<file path="src/rtl/pwm_deadtime_ctrl.sv">
// Multi-channel complementary PWM with a shared period counter, period-boundary
// shadowed duty/dead-time, and a per-channel dead-time FSM driving hi/lo gates.
module pwm_deadtime_ctrl #(
    parameter int R    = 8,
    parameter int N    = 2,
    parameter int DT_W = 4
) (
    input  logic             clk,
    input  logic             reset,
    input  logic             en,
    input  logic [N*R-1:0]   duty,
    input  logic [DT_W-1:0]  dead_time,
    output logic [N-1:0]     pwm_hi,
    output logic [N-1:0]     pwm_lo,
    output logic             period_end,
    output logic [3*N-1:0]   fsm_state
);

    typedef enum logic [2:0] {
        OFF      = 3'd0,
        LO_ON    = 3'd1,
        DT_TO_HI = 3'd2,
        HI_ON    = 3'd3,
        DT_TO_LO = 3'd4
    } ch_state_t;

    localparam logic [R-1:0] CNT_MAX = '1;

    logic [R-1:0]    cnt;
    logic [DT_W-1:0] dt_act;
    logic            load_shadow;
    logic            dt_zero;

    // Shadows only move at a period boundary, or freely while stopped.
    assign load_shadow = !en || (cnt == CNT_MAX);
    assign dt_zero     = (dt_act == '0);

    always_ff @(posedge clk or negedge reset) begin
        if (!reset) begin
            cnt        <= '0;
            dt_act     <= '0;
            period_end <= 1'b0;
        end else begin
            cnt        <= en ? cnt + R'(1) : '0;
            period_end <= en && (cnt == CNT_MAX - R'(1));
            if (load_shadow) begin
                dt_act <= dead_time;
            end
        end
    end

    for (genvar k = 0; k < N; k++) begin : g_ch
        logic [R-1:0]    duty_act;
        ch_state_t       state_q;
        ch_state_t       state_d;
        logic [DT_W-1:0] timer_q;
        logic [DT_W-1:0] timer_d;
        logic            raw;
        logic            dt_done;
        logic            hi_q;
        logic            lo_q;

        assign raw     = (cnt < duty_act);
        // Timer holds the count of dead cycles already spent minus one.
        assign dt_done = ({1'b0, timer_q} + (DT_W+1)'(1)) >= {1'b0, dt_act};

        always_comb begin
            state_d = state_q;
            timer_d = '0;
            if (!en) begin
                state_d = OFF;
            end else begin
                case (state_q)
                    OFF:      state_d = dt_zero ? LO_ON : DT_TO_LO;
                    LO_ON:    if (raw)  state_d = dt_zero ? HI_ON : DT_TO_HI;
                    HI_ON:    if (!raw) state_d = dt_zero ? LO_ON : DT_TO_LO;
                    DT_TO_HI: begin
                        if (!raw)         state_d = LO_ON;
                        else if (dt_done) state_d = HI_ON;
                        else              timer_d = timer_q + DT_W'(1);
                    end
                    DT_TO_LO: begin
                        if (raw)          state_d = HI_ON;
                        else if (dt_done) state_d = LO_ON;
                        else              timer_d = timer_q + DT_W'(1);
                    end
                    default:  state_d = OFF;
                endcase
            end
        end

        always_ff @(posedge clk or negedge reset) begin
            if (!reset) begin
                state_q  <= OFF;
                timer_q  <= '0;
                duty_act <= '0;
                hi_q     <= 1'b0;
                lo_q     <= 1'b0;
            end else begin
                state_q <= state_d;
                timer_q <= timer_d;
                hi_q    <= (state_d == HI_ON);
                lo_q    <= (state_d == LO_ON);
                if (load_shadow) begin
                    duty_act <= duty[k*R +: R];
                end
            end
        end

        assign pwm_hi[k]           = hi_q;
        assign pwm_lo[k]           = lo_q;
        assign fsm_state[3*k +: 3] = state_q;
    end

endmodule

</file>
<file path="config.mk">
export PLATFORM = sky130hd
export DESIGN_NAME = pwm_deadtime_ctrl
export DESIGN_NICKNAME = d
export VERILOG_FILES = /design/src/rtl/pwm_deadtime_ctrl.sv
export SDC_FILE = /design/constraint.sdc
export NUM_CORES = 1
export LEC_CHECK = 0
export ABC_AREA = 1
export CAP_MARGIN = 20
export CORE_MARGIN = 5
export CORE_UTILIZATION = 36
export CTS_BUF_LIST = sky130_fd_sc_hd__clkbuf_16
export DETAILED_ROUTE_END_ITERATION = 6
export MAX_ROUTING_LAYER = met4
export PLACE_DENSITY = 0.52
export SKIP_CTS_REPAIR_TIMING = 1
export SYNTH_ARGS = -nofsm -noshare
export SYNTH_HDL_FRONTEND = slang
export SYNTH_SLANG_ARGS = --single-unit
</file>
<file path="constraint.sdc">
create_clock -name clk -period 4.2 [get_ports clk]
set_input_delay 1.05 -clock clk [delete_from_list [all_inputs] [get_ports clk]]
set_output_delay 1.05 -clock clk [all_outputs]
set_load 0.01 [all_outputs]
</file>
Word-level counts from Yosys, hierarchy flattened
Index checks and enable logic that the tools add are counted.

Flip-flop bits (word level): 47. Input bits: 23.

Add/subtract/negate cells: 5. Magnitude comparators: 4. Equality and inequality tests: 14. Muxes and demuxes: 29. Reductions and logical operators: 6.

Operator list (count): $mux 3 (15); $mux 4 (8); $pmux 3 s5 (2); $eq 3x2->1 const B (6); $eq 8x8->1 const B (2); $lt 8x8->1 (2); $pmux 4 s2 (2); $eq 3x1->1 const B (4); $add 4x1->5 const B (2); $ge 5x4->1 (2); $add 4x1->4 const B (2); $add 8x1->8 const B (1); $mux 8 (1); $eq 3x3->1 const B (2); $logic_not 3->1 (2); $logic_not 4->1 (1); $logic_and 1x1->1 (1); $logic_not 1->1 (1); $logic_or 1x1->1 (1); $mux 1 (1).

Logic depth before layout (Yosys ltp)
Depth in word-level cells: 7. Mapped depth: 14. Depth with buffers taken out: 14.

Worst setup path before layout
No wires, ideal clock.

Path kind: register to register. Start: reg g_ch[0].timer_q[0]. End: reg g_ch[0].lo_q. Library setup time: 0.121 ns. Arrival time: 1.830 ns. Data required time: 4.079 ns. Slack: 2.248 ns. Cell stages (with the launch flop): 14. Path buffers: 0. Period minus slack after synthesis: 1.952 ns. Cells stage by stage: dfrtp_1 > ha_1 > xor2_1 > ha_1 > nand2_1 > inv_1 > nand4_1 > nand3_1 > nor2_1 > nand2_1 > nand2_1 > nand3_1 > o21bai_1 > nor2_1.

Cells in the longest elaborated chain, start to end: 7. Elaborated cells between the ends (all ways): 9.

Ends and longest elaborated chain: start: declaration (line 56) `logic [DT_W-1:0] timer_q;`; start signal: assignment (line 101) `timer_q <= timer_d;`; $add 4x1->5 * (line 65) `assign dt_done = ({1'b0, timer_q} + (DT_W+1)'(1)) >= {1'b0, dt_act};`; $ge 5x4->1 * (line 65); $mux 3, on equally long branches (line 84, 79); $mux 3, on equally long branches (line 83, 78); $pmux 3 s5 * (line 73) `case (state_q)`; $mux 3 * (line 70) `if (!en) begin`; $eq 3x1->1 * (line 103) `lo_q <= (state_d == LO_ON);`; end signal: assignment (line 103); end: declaration (line 61) `logic lo_q;`.

Every way passes the cells marked *; elsewhere a longest branch is shown, timed or not. A chain may end at the register's enable or synchronous reset.

Final worst setup path
Start: in en. End: reg g_ch[1].lo_q.

Cells in the longest elaborated chain, start to end: 2.

Ends and longest elaborated chain: start: declaration (line 10) `input logic en,`; $mux 3 (line 70); $eq 3x1->1 (line 103); end signal: assignment (line 103); end: declaration (line 61).

Every way passes these cells.

==> flow_summary_export.csv <==
group,metric,value,unit
grt,antenna_found_initial,0,
synthesis,ys_ff_latch,47,
synthesis,synth_warnings,0,
worst_setup_path,crit_type,"input pin to register",
floorplan,dieArea,9545,um2
worst_hold_path,hold_path.startpoint,"g_ch[1].timer_q[0]",
worst_setup_path,r2r_cells,13,
floorplan,rows,32,
grt,grt_max_degree,48,
synthesis,async_flop_share,100.0,%
run,drv_cap,0,
routing,drc,0,
worst_setup_path,startpoint,"en",
worst_setup_path,slowest_delay,700,ps
floorplan,die_w,97.70,um
timing,final.min_clock_period,2349,ps
worst_setup_path,cp-start-kind,"input pin",
finish,drive_above_1_share,8.287,%
timing,clock_skew,6.744,ps
finish,final_common_cell,"nand2_1",
floorplan,start_util,36.40,%
clock_network,cts_buffers,5,
finish,final_util,44.13,%
clock_network,clock_latency,290,ps
floorplan,die_h,97.70,um
routing,drtIter0Drc,53,
pwr,ir_drop,0.1957,mV
timing,maxSlewViolCount,0,
routing,routed_wl,5674,um
grt,grt_use_total,13.12,%
timing,fin_tns_setup,0,ps
timing,relSlewSlack,74.60,%
finish,syn_to_final_growth,21.24,%
worst_setup_path,r2r_slack,1950,ps
worst_setup_path,critPathSlowestCell,"clkdlybuf4s50_1",
clock_network,htree_levels,2,
clock_network,root_buffer,"clkbuf_16",
clock_network,path_clk_slew,60,ps
grt,grt_pass1_vias,2167,
worst_setup_path,rr_endpoint,"g_ch[0].lo_q",
worst_setup_path,critPathCaptureType,"register",
synthesis,ys.flop_type,"dfrtp_1",
grt,grt_pass1_wl,9763,um
clock_network,cts_tree,"built",
pwr,leakagePower,1.711,nW
worst_setup_path,worstPathArrival,2570,ps
worst_setup_path,crit_fanout,10,
routing,vias_per_cell,4.578,
worst_setup_path,cp_top_family,"buffers and inverters",
worst_setup_path,cp.required,4420,ps
routing,ant_nets,0,
worst_setup_path,cp_cell_sequence,"clkdlybuf4s50_1, clkinv_1, o21bai_1, nor2_1",
clock_network,cts.sinks,47,
routing,wl_per_cell,12.23,um
floorplan,ios,34,
placed_design,dpl_cell_area,3173,um2
worst_hold_path,hold_path.class,"register to register",
finish,final_area,3357,um2
status,status,"completed",
worst_setup_path,cp-endpoint,"g_ch[1].lo_q",
grt,grt.overflow.total,0,
timing,finalHoldViolations,0,
floorplan,core,7607,um2
placed_design,globalplace.congestion,0.8117,
finish,antenna_cells,0,
timing,setup_viol,0,
routing,dr.pass1.iters,4,
finish,final_cell_mix,"68 x nand2_1, 56 x inv_1, 47 x dfrtp_1",
worst_setup_path,path_depth,4,
synthesis,synth_nets,377,
synthesis,synth_edf_count,0,
timing,tightest_slew,378.1,ps
synthesis,seq_area_frac_synth,42.48,%
worst_setup_path,worst-path-buf-inv,2,
worst_setup_path,r2r_start,"g_ch[0].timer_q[0]",
pwr,powerDensity,416.0,nW/um2
timing,rsz0062_at_grt,"false",
synthesis,syn_area,2769,um2
timing,max_freq,425.8,MHz
placed_design,hpwlAfterDp,4283,um
timing,period_share,55.92,%
clock_network,clk_path_buf_depth,2,
synthesis,syn_area_per_cell,8.442,um2
placed_design,port_buffers,33,
synthesis,synth_cells,328,
routing,vias,2124,
finish,layout.nets,410,
synthesis,ys_types,30,
-- per-layer routing --
layer / global-route usage, % / wire length, um / part of all wire, % / up-vias
li1: - / - / - / 1120
met1: 15.31 / 2684 / 47 / 975
met2: 22.03 / 2752 / 49 / 23
met3: 3.159 / 160 / 2.8 / 6
met4: 4.686 / 76 / 1.3 / 0
met5: - / 0 / 0 / -
-- synth_stat cells, types with 3 or more instances --
cell type / instances / share of area, %
a21oi_1: 11 / 2.0
nor2_1: 22 / 3.0
nand4_1: 4 / 0.90
nor3_1: 7 / 1.3
nand2_2: 3 / 0.68
o21ai_0: 18 / 3.3
xor2_1: 5 / 1.6
nand2_1: 68 / 9.2
buf_2: 3 / 0.54
buf_4: 6 / 1.6
inv_1: 56 / 7.6
nand3_1: 17 / 3.1
o21a_1: 4 / 1.1
o21bai_1: 4 / 1.1
o21ai_1: 5 / 0.90
nand3_2: 4 / 1.4
dfrtp_1: 47 / 42
ha_1: 26 / 12
-- registers in the layout, indices dropped and copies added, names as in the netlist --
| register | flops |
|---|---|
| cnt | 8 |
| g_ch.hi_q | 2 |
| g_ch.timer_q | 8 |
| g_ch.state_q | 6 |
| period_end | 1 |
| dt_act | 4 |
| g_ch.duty_act | 16 |
| g_ch.lo_q | 2 |
-- cell type report --
type / count / area, um2
multi-input cells: 214 / 1319
clock inverters: 3 / 38.79
clock buffers: 5 / 125.1
repair buffers: 35 / 352.8
inverters: 58 / 217.7
well taps: 102 / 127.6
fillers: 789 / 4250
flip-flops and latches: 47 / 1176
-- worst min-delay path by stage --
| stage | endpoint | cells after the start |
|---|---|---|
| after floorplan | g_ch[1].timer_q[0] | 1 |
| after global placement | g_ch[0].duty_act[0] | 1 |
| after detailed placement | g_ch[1].timer_q[0] | 1 |
| after CTS | g_ch[1].timer_q[0] | 1 |
| after global routing | g_ch[1].timer_q[0] | 1 |
| final | g_ch[1].timer_q[0] | 1 |
-- power breakdown --
group	internal, mW	switching (mW)
registers	0.508	0.0451
clock network	0.278	0.170
logic	0.181	0.215
total	0.967	0.430
-- metrics by stage --
stage	cells	setup WS [ps]	hold slack, ps	power, mW
after floorplan	328	2249	456.5	0.8172
after global placement	455	1547	492.5	0.9612
after detailed placement	455	1507	491.6	0.9628
after CTS	463	1809	500.0	1.414
after global routing	464	1669	514.5	1.490
final	464	1851	499.5	1.396
-- kinds of logic (layout without fill, tap and decap cells) --
logic type / Yosys count / count (layout) / share of synthesized area [%]
flip-flops: 47 / 47 / 42.48
AO/OA/AOI/OAI: 50 / 50 / 11.25
AND/OR/NAND/NOR: 131 / 131 / 22.10
multiplexers: 2 / 2 / 0.8133
buffers and inverters: 67 / 101 / 10.03
XOR/XNOR: 5 / 5 / 1.581
adder cells (fa/ha/maj): 26 / 26 / 11.75
Note: power is estimated with default switching activity, not from simulation.
